**src/rtl/unsigned_serial_divider.sv**
```systemverilog
// Unsigned restoring divider, one quotient bit per clock.
// A start accepted in IDLE loads the operands; DATA_WIDTH restoring steps
// follow, then done pulses for one cycle with quotient/remainder valid.
// Results stay on the outputs until the next accepted start.
module unsigned_serial_divider #(
  parameter int DATA_WIDTH = 32
) (
  input  logic                  clk,
  input  logic                  rst_n,
  input  logic                  start,
  input  logic [DATA_WIDTH-1:0] dividend,
  input  logic [DATA_WIDTH-1:0] divisor,
  output logic [DATA_WIDTH-1:0] quotient,
  output logic [DATA_WIDTH-1:0] remainder,
  output logic                  done,
  output logic                  divisor_is_zero
);

  localparam int CNT_W = $clog2(DATA_WIDTH) + 1;

  localparam logic [0:0] IDLE = 1'b0;
  localparam logic [0:0] BUSY = 1'b1;

  // Counter value during the final restoring step.
  localparam logic [CNT_W-1:0] LAST_STEP = CNT_W'(DATA_WIDTH - 1);

  logic [0:0]            state_reg;
  logic [CNT_W-1:0]      cnt_reg;
  logic [DATA_WIDTH-1:0] q_reg;
  logic [DATA_WIDTH:0]   r_reg;
  logic [DATA_WIDTH-1:0] d_reg;
  logic                  done_reg;
  logic                  dz_reg;

  // One restoring step: the partial remainder is widened by one extra bit so
  // that the sign of the trial subtraction is visible in its top bit.
  logic [DATA_WIDTH+1:0] shift_rem;
  logic [DATA_WIDTH+1:0] trial;
  logic                  trial_ok;
  logic [DATA_WIDTH:0]   r_next;
  logic [DATA_WIDTH-1:0] q_next;

  // Combinational restoring step on the current {R,Q} pair.
  always_comb begin
    shift_rem = {r_reg, q_reg[DATA_WIDTH-1]};
    trial     = shift_rem - {2'b00, d_reg};
    trial_ok  = ~trial[DATA_WIDTH+1];
    r_next    = trial_ok ? trial[DATA_WIDTH:0] : shift_rem[DATA_WIDTH:0];
    q_next    = {q_reg[DATA_WIDTH-2:0], trial_ok};
  end

  // FSM, operand registers and step counter; done is a one-cycle pulse.
  always_ff @(posedge clk or negedge rst_n) begin
    if (!rst_n) begin
      state_reg <= IDLE;
      cnt_reg   <= '0;
      q_reg     <= '0;
      r_reg     <= '0;
      d_reg     <= '0;
      done_reg  <= 1'b0;
      dz_reg    <= 1'b0;
    end else begin
      done_reg <= 1'b0;
      case (state_reg)
        IDLE: begin
          if (start) begin
            q_reg     <= dividend;
            r_reg     <= '0;
            d_reg     <= divisor;
            cnt_reg   <= '0;
            dz_reg    <= (divisor == '0);
            state_reg <= BUSY;
          end
        end
        BUSY: begin
          q_reg   <= q_next;
          r_reg   <= r_next;
          cnt_reg <= cnt_reg + CNT_W'(1);
          if (cnt_reg == LAST_STEP) begin
            state_reg <= IDLE;
            done_reg  <= 1'b1;
          end
        end
        default: state_reg <= IDLE;
      endcase
    end
  end

  assign quotient        = q_reg;
  assign remainder       = r_reg[DATA_WIDTH-1:0];
  assign done            = done_reg;
  assign divisor_is_zero = dz_reg;

endmodule
```
**config.mk**
```make
export PLATFORM = sky130hd
export DESIGN_NAME = unsigned_serial_divider
export DESIGN_NICKNAME = d
export VERILOG_FILES = /design/src/rtl/unsigned_serial_divider.sv
export SDC_FILE = /design/constraint.sdc
export NUM_CORES = 1
export LEC_CHECK = 0
export ABC_CLOCK_PERIOD_IN_PS = 3100
export CAP_MARGIN = 0
export CORE_MARGIN = 5
export CORE_UTILIZATION = 53
export DETAILED_ROUTE_END_ITERATION = 10
export PLACE_DENSITY = 0.78
export SYNTH_ARGS = -nofsm -noshare
export SYNTH_HDL_FRONTEND = slang
export SYNTH_SLANG_ARGS = --single-unit
```
**constraint.sdc**
```tcl
create_clock -name clk -period 3.1 [get_ports clk]
set_input_delay 0.62 -clock clk [delete_from_list [all_inputs] [get_ports clk]]
set_output_delay 0.62 -clock clk [all_outputs]
set_load 0.005 [all_outputs]
```
* After elaboration in Yosys (flattened, before gate mapping)
Index checks and enable logic that the tools add are counted.
** Storage, ports and cells
- Output and inout bits :: 66
- Input port bits :: 67
- Bits in registers :: 106
** Operators by class
- Reductions and logical operators :: 2
- Muxes and demuxes :: 12
- Add/sub/neg operators :: 2
- Eq/ne operators :: 2
- Bitwise gates (word level) :: 2
** Operator list (number)
- $mux W33 :: 2
- $pmux W33 S2 :: 1
- $pmux W32 S2 :: 1
- $sub A34 B32 Y34 :: 1
- $logic_not A32 Y1 :: 1
- $mux W32 :: 1
- $pmux W6 S2 :: 1
- $add A6 B1 Y6 const B :: 1
- $eq A6 B5 Y1 const B :: 1
- $mux W6 :: 1
- $mux W1 :: 4
- $ne A2 B2 Y1 const B :: 1
- $not A1 Y1 :: 2
- $pmux W1 S2 :: 1
- $reduce_and A2 Y1 :: 1

* Depth between registers and ports, before layout
- Word-level depth :: 3
- Gate-level depth with buffers :: 14

* Least setup slack after synthesis
No wires, ideal clock.
- Kind :: register to register
- Start :: register r_reg[13]
- End :: register r_reg[21]
- Arrival time :: 2.678 ns
- Stages on the path, launching flop included :: 11
- Path buffers :: 0
- Path slack :: 0.296 ns
- Period minus slack after synthesis :: 2.804 ns
- Data required time :: 2.974 ns
- Cell sequence :: dfrtp_1 > ha_1 > and2_4 > and3_4 > a2111oi_4 > o211ai_2 > a41oi_2 > o211ai_2 > xor2_1 > mux2_1 > a221o_1
** Between the ends
- Cells in the longest elaborated chain, start to end :: 3
** Ends and longest elaborated chain
- start, declared :: RTL line 30 : logic [DATA_WIDTH:0] r_reg;
- start signal, assigned :: RTL line 77 : r_reg <= r_next;
- $sub A34 B32 Y34 :: RTL line 46 : trial = shift_rem - {2'b00, d_reg};
- $mux W33 :: RTL line 48 : r_next = trial_ok ? trial[DATA_WIDTH:0] : shift_rem[DATA_WIDTH:0];
- $pmux W33 S2 :: RTL line 64 : case (state_reg)
No other way between the ends.
A chain may end at the register's enable or synchronous reset.

* Final worst setup path
- Start :: register r_reg[14]
- End :: register r_reg[21]
Same word-level chain as after synthesis.

==> summary.md <==
| Metric | Value |
|---|---|
| Synth cell types | 57 |
| Leading cell type by number of instances after synthesis | nand2_1 |
| DP Area | 8170 sq um |
| Std-Cell Rows | 41 |
| Initial DRC Count | 367 |
| Minimum clock period | 3000 ps |
| Arrival time of the worst setup path | 3260 ps |
| Antenna fix cells | 0 |
| Gr usage total | 23.2% |
| Core Util, Final | 68.0% |
| Post-route antenna net violation count | 0 |
| Worst r2r path cells | 10 |
| Filler cells | 1,024 |
| Main flop type after synthesis | dfrtp_1 |
| FF/Latch Area | 2660 sq um |
| Largest net degree at the start of global routing | 74 |
| P&R area growth vs syn | 25.8% |
| CTS root buffer | clkbuf_16 |
| Largest fanout on the critical path | 4 |
| HPWL Detailed | 12,800 microns |
| Remaining Overflow, GRT | 0 |
| Slew headroom | 57.9% |
| Router iterations before antenna repair | 5 |
| Post-synth EDFFs | 0 |
| Hold Crit Class | input port to asynchronous set/reset pin |
| Bufs on Longest Clock Path | 2 |
| Critical path class | flip-flop to flip-flop |
| Share of the synthesized area in the top cell type | 38.9% |
| WL final | 17,300 microns |
| Die area | 15,200 sq um |
| Fraction of layout cells with a size suffix above 1 | 8.56% |
| PwrDens | 1420 nW/um^2 |
| Initial Utilization | 54.0% |
| Yosys reg bits | 106 |
| # DRC | 0 |
| Final setup fails | 0 |
| FFs w/ async S/R, synth | 100% |
| First-pass GRT wire length | 27,700 microns |
| Reg2reg start | r_reg[14] |
| Final instance area | 8580 sq um |
| Multi-input logic area | 3680 sq um |
| Vias in the first global route | 5,689 |
| PortBufs | 132 |
| Largest area contributor in the netlist | dfrtp_1 |
| Routability Congestion | 0.913 |
| Setup Skew | 12.0 ps |
| Post-route insts no fill | 1,036 |
| Setup crit start kind | flip-flop |
| H-tree depth | 3 |
| Worst Setup End Kind | flip-flop |
| Met2 Routed Length | 8270 microns |
| Critical path startpoint | r_reg[14] |
| Ys Warns | 0 |
| Dpl ws | 21.8 ps |
| WHS | 199 ps |
| Ports | 133 |
| Per-cell routed wire length | 16.7 microns |
| LEAKAGE | 3.98 nW |
| Max-cap violation count | 0 |
| Core area | 12,600 sq um |
| Clock latency on the worst-skew pair | 370 ps |
| Mapped Area | 6820 sq um |
| Highest Signal Layer | met4 |
| CP required | 3360 ps |
| Final period utilization | 96.8% |
| Clk sinks | 106 |
| Initial antenna violation count | 0 |
| Flip-flop count of the largest register after layout | 33 |
| Seq/Total Area, Yosys | 38.9% |
| Routed met3 length | 1170 microns |
| Synth top area cells | dfrtp_1 39%, mux2i_1 11%, nand2_1 6.8% |
| Overall power | 12.2 mW |
| Synthesized net count | 858 |
| Overall die width | 123 microns |
| Maximum clock frequency | 0.333 GHz |
| DP Cell Count | 1,017 |
| Total CTS buffers | 9 |
| DR vias/cell | 5.57 |
| Status | finished clean |
| Die Ht | 123 microns |
| Via count | 5,768 |
| Nets | 960 |
| Worst VDD drop | 0.000616 V |
| Routed met1 length | 7540 microns |
| Setup TNS Final | 0 ps |
| Top post-synthesis cells by count | 123 x nand2_1, 106 x dfrtp_1, 85 x o21ai_0 |
| Worst Max-Slew Pin Slew | 630 ps |
| Clock-pin transition on the worst setup and hold timing paths | 70 ps |
| Cells after synthesis | 757 |
| Post-route worst setup slack | 98.3 ps |
| CTS tree | built |
| Pins Over Slew Limit | 0 |
| Avg Inst Size Synth | 9.01 sq um |
| Final hold vios | 0 |
[routing by layer]
layer,up-vias,global-route usage [%]
met5,-,0
met4,0,7.20
met3,24,6.77
met2,174,38.3
met1,2765,29.5
li1,2805,-
[report_power, final]
| group | switching [mW] | internal [mW] |
|---|---|---|
| logic | 4.10 | 4.09 |
| registers | 0.600 | 2.15 |
| clock network | 0.585 | 0.651 |
| total | 5.28 | 6.90 |
[worst max-delay path, cell delays in order (launching register included)]
cell	delay, ps
dfrtp_1	420
ha_1	330
and2_4	160
and3_4	190
a2111oi_4	290
o211ai_2	170
a41oi_2	280
o211ai_4	130
xor2_4	270
mux2_1	360
a221o_1	290
[final cells by class]
| type | instances | share of cell area [%] |
|---|---|---|
| timing repair buffer | 161 | 18.1 |
| clock inverter | 7 | 1.14 |
| tap | 172 | 2.51 |
| sequential | 106 | 31.0 |
| clock buffer | 9 | 2.63 |
| multi-input combinational | 541 | 42.9 |
| inverter | 40 | 1.75 |
[timing repair]
action | CTS | global route
gates resized for setup | 0 | 16
hold buffers | 0 | 0
setup buffers | 0 | 3
endpoints found under the hold margin | 0 | 0
endpoints found under the setup margin | 0 | 26
[worst paths after layout]
path	end	slack, ps
min in group clk	d_reg[0]	500
worst min register to register	d_reg[0]	500
worst max register to register	r_reg[21]	100
max in group asynchronous	state_reg	2110
worst min-delay path	d_reg[7]	200
worst max-delay path	r_reg[21]	100
[cell families (layout without fill, tap and decap cells)]
group           count (synthesis)  count (layout)  share of synthesized area [%]
simple gates                  210             210                           14.1
compound gates                189             189                           16.9
buf+inv                       110             217                           8.31
flops                         106             106                           38.9
mux                            78              78                           11.6
fa+ha+maj                      34              34                           6.35
xor+xnor                       30              30                           3.85
[cells in the final DEF (no fill, tap or decap), types with 4 or more instances in the layout]
master / Yosys / routed
o211ai_1: 6 / 6
nand2_1: 123 / 123
nor2_1: 22 / 21
buf_4: 33 / 27
o21a_1: 4 / 4
dfrtp_1: 106 / 105
xor2_1: 14 / 13
o31ai_1: 4 / 4
nand2b_1: 14 / 14
mux2i_1: 73 / 73
o21ai_0: 85 / 82
nor3_1: 5 / 5
inv_1: 39 / 39
ha_1: 33 / 30
nor2b_1: 5 / 4
a21o_1: 14 / 14
xnor2_1: 16 / 16
nand4_1: 6 / 6
a21oi_1: 41 / 40
a31oi_1: 10 / 10
clkdlybuf4s50_1: 0 / 130
o221ai_1: 4 / 4
clkbuf_16: 0 / 9
nand3b_1: 5 / 5
nor4_1: 10 / 8
nand3_1: 7 / 7
(Power assumes the default switching activity.)
